<file path="config.mk">
export PLATFORM = sky130hd
export DESIGN_NAME = mole_game_ctrl
export DESIGN_NICKNAME = d
export VERILOG_FILES = /design/src/rtl/mole_game_ctrl.sv
export SDC_FILE = /design/constraint.sdc
export NUM_CORES = 1
export LEC_CHECK = 0
export BUFFER_PORTS_ARGS = -buffer_cell sky130_fd_sc_hd__buf_2
export CAP_MARGIN = 5
export CELL_PAD_IN_SITES_DETAIL_PLACEMENT = 1
export CELL_PAD_IN_SITES_GLOBAL_PLACEMENT = 2
export CORE_MARGIN = 1.5
export CORE_UTILIZATION = 38
export DETAILED_ROUTE_END_ITERATION = 16
export PLACE_DENSITY_LB_ADDON = 0.2
export SETUP_SLACK_MARGIN = 0.4
export SYNTH_ARGS = -nofsm -noshare
export SYNTH_HDL_FRONTEND = slang
export SYNTH_SLANG_ARGS = --single-unit
</file>
<file path="constraint.sdc">
create_clock -name clk -period 2.5 [get_ports clk]
set_input_delay 0.125 -clock clk [delete_from_list [all_inputs] [get_ports clk]]
set_output_delay 0.125 -clock clk [all_outputs]
set_load 0.005 [all_outputs]
</file>
<file path="src/rtl/mole_game_ctrl.sv">
// Whack-a-mole game controller: raises one of four moles at pseudo-random holes,
// scores laser hits in BCD and runs a fixed-length game clocked by a slow tick.
module mole_game_ctrl #(
  parameter int unsigned TICK_DIV   = 4194304,
  parameter int unsigned MOLE_TICKS = 12,
  parameter int unsigned HIT_TICKS  = 2,
  parameter int unsigned GAME_TICKS = 600
) (
  input  logic       clk,
  input  logic       rst,
  input  logic       start,
  input  logic       shooting,
  input  logic [3:0] hit_sensor,
  output logic [3:0] mole_en,
  output logic       gun_enable,
  output logic [7:0] score,
  output logic [9:0] time_left,
  output logic       game_over
);

  localparam int unsigned TickW = (TICK_DIV > 1) ? $clog2(TICK_DIV) : 1;
  localparam int unsigned MoleW = (MOLE_TICKS > 0) ? $clog2(MOLE_TICKS + 1) : 1;
  localparam int unsigned HitW  = (HIT_TICKS > 0) ? $clog2(HIT_TICKS + 1) : 1;
  localparam int unsigned TimeW = 10;

  typedef enum logic [2:0] {
    S_IDLE,
    S_SPAWN,
    S_UP,
    S_HIT,
    S_OVER
  } state_e;

  state_e             state_q, state_d;
  logic [TickW-1:0]   tick_cnt_q, tick_cnt_d;
  logic [7:0]         lfsr_q, lfsr_d;
  logic               start_q;
  logic [1:0]         hole_q, hole_d;
  logic [MoleW-1:0]   mole_tmr_q, mole_tmr_d;
  logic [HitW-1:0]    hit_tmr_q, hit_tmr_d;
  logic [7:0]         score_q, score_d;
  logic [TimeW-1:0]   time_q, time_d;
  logic [3:0]         mole_en_q, mole_en_d;
  logic               gun_q, gun_d;
  logic               over_q, over_d;

  logic               tick_c;
  logic               start_edge_c;
  logic [1:0]         spawn_hole_c;
  logic               active_c;

  function automatic logic [7:0] bcd_inc(input logic [7:0] v);
    if (v == 8'h99) return v;
    if (v[3:0] == 4'd9) return {v[7:4] + 4'd1, 4'd0};
    return {v[7:4], v[3:0] + 4'd1};
  endfunction

  assign tick_c       = (tick_cnt_q == TickW'(TICK_DIV - 1));
  assign tick_cnt_d   = tick_c ? '0 : tick_cnt_q + TickW'(1);
  assign lfsr_d       = {lfsr_q[6:0], lfsr_q[7] ^ lfsr_q[5] ^ lfsr_q[4] ^ lfsr_q[3]};
  assign start_edge_c = start & ~start_q;
  assign spawn_hole_c = (lfsr_q[1:0] == hole_q) ? lfsr_q[1:0] + 2'd1 : lfsr_q[1:0];
  assign active_c     = (state_q == S_SPAWN) || (state_q == S_UP) || (state_q == S_HIT);

  // Next-state and registered-output logic
  always_comb begin
    state_d    = state_q;
    hole_d     = hole_q;
    mole_tmr_d = mole_tmr_q;
    hit_tmr_d  = hit_tmr_q;
    score_d    = score_q;
    time_d     = time_q;
    mole_en_d  = mole_en_q;

    case (state_q)
      S_IDLE, S_OVER: begin
        mole_en_d = '0;
        if (start_edge_c) begin
          score_d = 8'h00;
          time_d  = TimeW'(GAME_TICKS);
          state_d = S_SPAWN;
        end
      end
      S_SPAWN: begin
        hole_d     = spawn_hole_c;
        mole_en_d  = 4'b0001 << spawn_hole_c;
        mole_tmr_d = MoleW'(MOLE_TICKS);
        state_d    = S_UP;
      end
      S_UP: begin
        if (shooting && hit_sensor[hole_q]) begin
          score_d   = bcd_inc(score_q);
          mole_en_d = '0;
          hit_tmr_d = HitW'(HIT_TICKS);
          state_d   = S_HIT;
        end else if (tick_c) begin
          if (mole_tmr_q <= MoleW'(1)) begin
            mole_tmr_d = '0;
            mole_en_d  = '0;
            state_d    = S_SPAWN;
          end else begin
            mole_tmr_d = mole_tmr_q - MoleW'(1);
          end
        end
      end
      S_HIT: begin
        if (tick_c) begin
          if (hit_tmr_q <= HitW'(1)) begin
            hit_tmr_d = '0;
            state_d   = S_SPAWN;
          end else begin
            hit_tmr_d = hit_tmr_q - HitW'(1);
          end
        end
      end
      default: state_d = S_IDLE;
    endcase

    // Game clock overrides mole flow; a hit in the same cycle is still scored above
    if (active_c && tick_c) begin
      if (time_q <= TimeW'(1)) begin
        time_d    = '0;
        mole_en_d = '0;
        state_d   = S_OVER;
      end else begin
        time_d = time_q - TimeW'(1);
      end
    end

    gun_d  = (state_d == S_SPAWN) || (state_d == S_UP) || (state_d == S_HIT);
    over_d = (state_d == S_OVER);
  end

  // start_q resets high so a switch already on at reset release is not taken as an edge
  always_ff @(posedge clk or posedge rst) begin
    if (rst) begin
      state_q    <= S_IDLE;
      tick_cnt_q <= '0;
      lfsr_q     <= 8'hA5;
      start_q    <= 1'b1;
      hole_q     <= 2'd3;
      mole_tmr_q <= '0;
      hit_tmr_q  <= '0;
      score_q    <= 8'h00;
      time_q     <= '0;
      mole_en_q  <= '0;
      gun_q      <= 1'b0;
      over_q     <= 1'b0;
    end else begin
      state_q    <= state_d;
      tick_cnt_q <= tick_cnt_d;
      lfsr_q     <= lfsr_d;
      start_q    <= start;
      hole_q     <= hole_d;
      mole_tmr_q <= mole_tmr_d;
      hit_tmr_q  <= hit_tmr_d;
      score_q    <= score_d;
      time_q     <= time_d;
      mole_en_q  <= mole_en_d;
      gun_q      <= gun_d;
      over_q     <= over_d;
    end
  end

  assign mole_en    = mole_en_q;
  assign gun_enable = gun_q;
  assign score      = score_q;
  assign time_left  = time_q;
  assign game_over  = over_q;

endmodule

</file>
# Word-level counts from Yosys, hierarchy flattened
# Index checks and enable logic that the tools add are counted.
# totals
regBits,66
latchBits,0
ramBits,0
romBits,0
in_bits,8
output_inout_bits,24
word_cells,111
n_memories,0
# op_classes
n_addsub,7
multipliers,0
div_mod_pow,0
order_cmp,4
eq_ne,18
shift,1
muxes,45
n_bitwise,5
n_reduce_logical,18
# op_table
operator,n
$mux W8,6
$mux W10,4
$mux W4,8
$mux W3,8
$add A22 B1 Y22 const B,1
$eq A22 B22 Y1 const B,1
$mux W22,1
$pmux W8 S2,1
$eq A3 B2 Y1 const B,4
$pmux W3 S4,1
$pmux W4 S3,1
$le A10 B1 Y1 const B,1
$reduce_bool A2 Y1,5
$sub A10 B1 Y10 const B,1
$reduce_and A3 Y1,3
$add A4 B1 Y4 const B,2
$eq A8 B8 Y1 const B,1
$mux W1,8
$mux W2,4
$ne A2 B2 Y1 const B,4
$pmux W4 S2,1
$eq A3 B1 Y1 const B,2
$eq A3 B3 Y1 const B,2
$eq A4 B4 Y1 const B,1
21 further kinds,27

# Longest topological paths before layout
# depth
ltp_word,12
mapped_depth,8
ltp_nobuf,7

# Worst setup path before layout
# No wires, ideal clock.
# synth_timing
path_type,reg2reg
start,reg tick_cnt_q[0]
end,"reg time_q[3], in the netlist time_left[3]"
setup_time_ns,0.069
arrival_ns,1.883
required_ns,2.431
slack_ns,0.548
path_stages_with_launch,7
n_path_buf,0
period_less_slack_ns,1.952
path_cell_list,dfrtp_1 ha_1 nand4_4 nor4_4 nand3_2 or4_1 nand3_1
# synth_via
elab_chain_len,4
word_cells_on_any_way,6
classes_between,eq/ne: 1; mux: 1; reduce/logical: 4
# synth_rtl
item,line_no,source
start: declaration,35,"logic [TickW-1:0] tick_cnt_q, tick_cnt_d;"
start signal: assignment,151,tick_cnt_q <= tick_cnt_d;
$eq A22 B22 Y1 (*),58,assign tick_c = (tick_cnt_q == TickW'(TICK_DIV - 1));
$logic_and A1 B1 Y1 (*),120,if (active_c && tick_c) begin
$reduce_bool A2 Y1 (no line),--,
$reduce_and A2 Y1 (no line),--,
end signal: assignment,158,time_q <= time_d;
end: declaration,42,"logic [TimeW-1:0] time_q, time_d;"
# Mark *: on every way between the ends. The rest lies on a longest branch, timed or not.
# A chain may end at the register's enable or synchronous reset.

# Worst setup path in the final report
# Ends and elaborated chain as after synthesis.

==> metrics.md <==
| Metric | Value |
|---|---|
| Run status | complete, no violations |
| Post-Route Skew | 0.00954 ns |
| Worst Path Required | 2.78 ns |
| Max incr delay on CP | 0.53 ns |
| Number of global-route vias before repair | 2,807 |
| Fmax | 0.483 GHz |
| Origin of the worst setup path | tick_cnt_q[0] |
| Hold Path Class | reg2reg |
| Area delta synth->final | 20.4% |
| Reg-to-reg endpoint | time_left[3] |
| Reg-to-Reg Start | tick_cnt_q[0] |
| Fin crit share | 82.9% |
| Critical-path cell list | ha_2 > nand4_4 > nor4_4 > buf_4 > nand3_4 > or4_4 > nand3_1 |
| R2r worst-path depth | 7 |
| CP bufs+invs | 1 |
| Ys async rst share | 100% |
| Clk sinks | 66 |
| Worst slew margin | 45.7% |
| Vias/cell | 5.43 |
| Syn Area/Cell | 9.96 sq um |
| Clock root cell | clkbuf_8 |
| Startpoint types | register |
| Area of the mapped netlist | 3330 sq um |
| #FFs+latches synth | 66 |
| CTS tree | built |
| Yosys Warn Count | 0 |
| Max-slew violation count | 0 |
| CTS max path bufs | 2 |
| Leak | 1.80 nW |
| Post-synth top cells | dfrtp_1 (59), nand2_1 (37), nor2_1 (32), nand3_1 (22), inv_1 (15) |
| H-Tree Depth | 3 |
| Routed len/inst | 16.9 microns |
| Layout fillers | 971 |
| Top-count cell post-synth | dfrtp_1 |
| Levels on crit path | 7 |
| Critical path's top delay family | simple AND/OR/NAND/NOR gates |
| Die Wd | 96.6 microns |
| Crit path max fanout | 7 |
| Vias | 2,697 |
| Top post-synthesis cells by area | dfrtp_1 (44%), dfstp_2 (5.5%), nand2_1 (4.2%) |
| R2R Setup Slk | 0.43 ns |
| Critical Path End Type | register |
| Residual DRC | 0 |
| Pwr Total | 2.47 mW |
| Final-report hold violation count | 0 |
| First-pass DRT Iterations | 4 |
| Die Footprint | 9330 sq um |
| First-pass GRT wire length | 14.1 mm |
| Area share of the largest cell type after synthesis | 44.4% |
| Ys flop type | dfrtp_1 |
| Design area | 4010 sq um |
| CP max stage cell | or4_4 |
| Cell taking the most area after synthesis | dfrtp_1 |
| Die Y | 96.6 microns |
| Worst Tran Pin Value | 0.813 ns |
| Initial antenna violation count | 0 |
| Maximum vdd drop | 0.332 mV |
| Ant. Diodes | 0 |
| Cells after Synth | 334 |
| Routed Antenna Nets | 0 |
| Final Core Density | 48.0% |
| Final GP Congestion | 0.816 |
| Period minus WS final | 2.07 ns |
| Core ar. | 8340 sq um |
| Nets | 404 |
| Reg area | 1660 sq um |
| Sequential element share of the synthesized area | 49.9% |
| Dpl hpwl | 6.16 mm |
| Setup_tns | 0 ns |
| # IOs | 32 |
| Initial core utilization | 39.9% |
| Critical Path Sink | time_left[3] |
| PD cells | 617 nW/um^2 |
| Placed Area | 3690 sq um |
| Largest net degree at the start of global routing | 38 |
| Maxcap violations | 0 |
| Layout cells sized above 1 | 23.0% |
| # port buffers | 31 |
| Synth Net Count | 351 |
| GRT Resource Usage Total | 20.2% |
| EDFF count, synth | 0 |
| Clk Latency, worst-skew pair | 0.34 ns |
| Multi-input gate area | 1650 sq um |
| 1st-iter DRT viols | 55 |
| Synth unique cells | 55 |
| Clk slew on worst S/H paths | 0.08 ns |
| Crit Path Class | reg2reg |
| WP data arrival | 2.35 ns |
| Inserted Clock Buffers | 9 |
| Final setup viols | 0 |
| Overflow after GRT | 0 |
| Routed wire length | 8.41 mm |
| RSZ-0062 raised after global routing | yes |
| Hold_ws | 0.354 ns |
| Row count | 33 |
[metal layers]
layer  vias up  global-route usage (%)  wire (microns)  share of wire [%]
li1       1305                       -               -                  -
met1      1355                    26.5            4070                 48
met2        33                    32.6            4010                 48
met3         4                    4.93             245                2.9
met4         0                    6.52              78               0.93
met5         -                       0               0                  0
[stage by stage]
stage	setup WS [ns]	std cells
floorplan	0.548	334
global placement	0.375	476
detailed placement	0.270	476
CTS	0.323	495
global route	0.331	497
finish	0.429	497
[cells by family (layout without fill, tap and decap cells)]
group / count (synthesis) / in the layout / share of synthesized area, %
multiplexers: 8 / 8 / 2.48
adder cells (fa/ha/maj): 9 / 9 / 3.38
XOR/XNOR: 21 / 21 / 5.53
AND/OR/NAND/NOR: 150 / 150 / 24.5
buffers and inverters: 21 / 79 / 2.48
AO/OA/AOI/OAI: 59 / 59 / 11.7
flip-flops: 66 / 66 / 49.9
[flip-flops by register name, indices dropped and copies added (netlist names)]
register / flops
game_over: 1
gun_enable: 1
hit_tmr_q: 2
hole_q: 2
lfsr_q: 8
mole_en: 4
mole_tmr_q: 4
score: 8
start_q: 1
state_q: 3
tick_cnt_q: 22
time_left: 10
[final cells by class]
class / instances / area share [%]
Multi-Input combinational cell: 247 / 41.1
Tap cell: 105 / 3.28
Timing Repair Buffer: 48 / 7.49
Clock buffer: 11 / 3.28
Inverter: 15 / 1.40
Clock inverter: 5 / 1.97
Sequential cell: 66 / 41.4
[cell usage in the layout, fill, tap and decap left out, types with 5 or more instances in the layout]
cell type | Yosys | layout
o21ai_0 | 14 | 14
nand2_1 | 37 | 37
or3_1 | 7 | 5
buf_4 | 0 | 14
mux2i_1 | 6 | 6
dfstp_2 | 7 | 7
nor2_1 | 32 | 31
nand3_1 | 22 | 22
buf_2 | 2 | 31
a31oi_1 | 6 | 6
o31ai_1 | 6 | 6
xor2_1 | 11 | 11
inv_1 | 15 | 14
clkbuf_8 | 0 | 9
nand4_1 | 12 | 12
nand2b_1 | 8 | 8
nor3_1 | 7 | 7
a21oi_1 | 11 | 11
ha_1 | 9 | 7
o22ai_1 | 5 | 5
xnor2_1 | 10 | 10
dfrtp_1 | 59 | 59
[report_power, final]
group / switching, mW / internal, mW
Combinational: 0.153 / 0.131
Sequential: 0.0729 / 1.13
Clock: 0.422 / 0.561
[worst min-delay path by stage]
stage,startpoint,endpoint,slack (ns),cells after the start
after floorplan,start,start_q,0.13,0
after global placement,start,start_q,0.24,1
after detailed placement,start,start_q,0.25,1
after CTS,lfsr_q[6],lfsr_q[7],0.36,0
after global routing,lfsr_q[6],lfsr_q[7],0.37,0
final,lfsr_q[6],lfsr_q[7],0.35,0
[timing repair]
item / in CTS / in global routing
setup endpoints to repair: 7 / 17
hold buffers: 2 / 0
setup buffers: 1 / 2
hold endpoints to repair: 30 / 0
resized for setup: 2 / 10
pin swaps: 2 / 1
No activity file was read; power rests on OpenSTA's default activity.
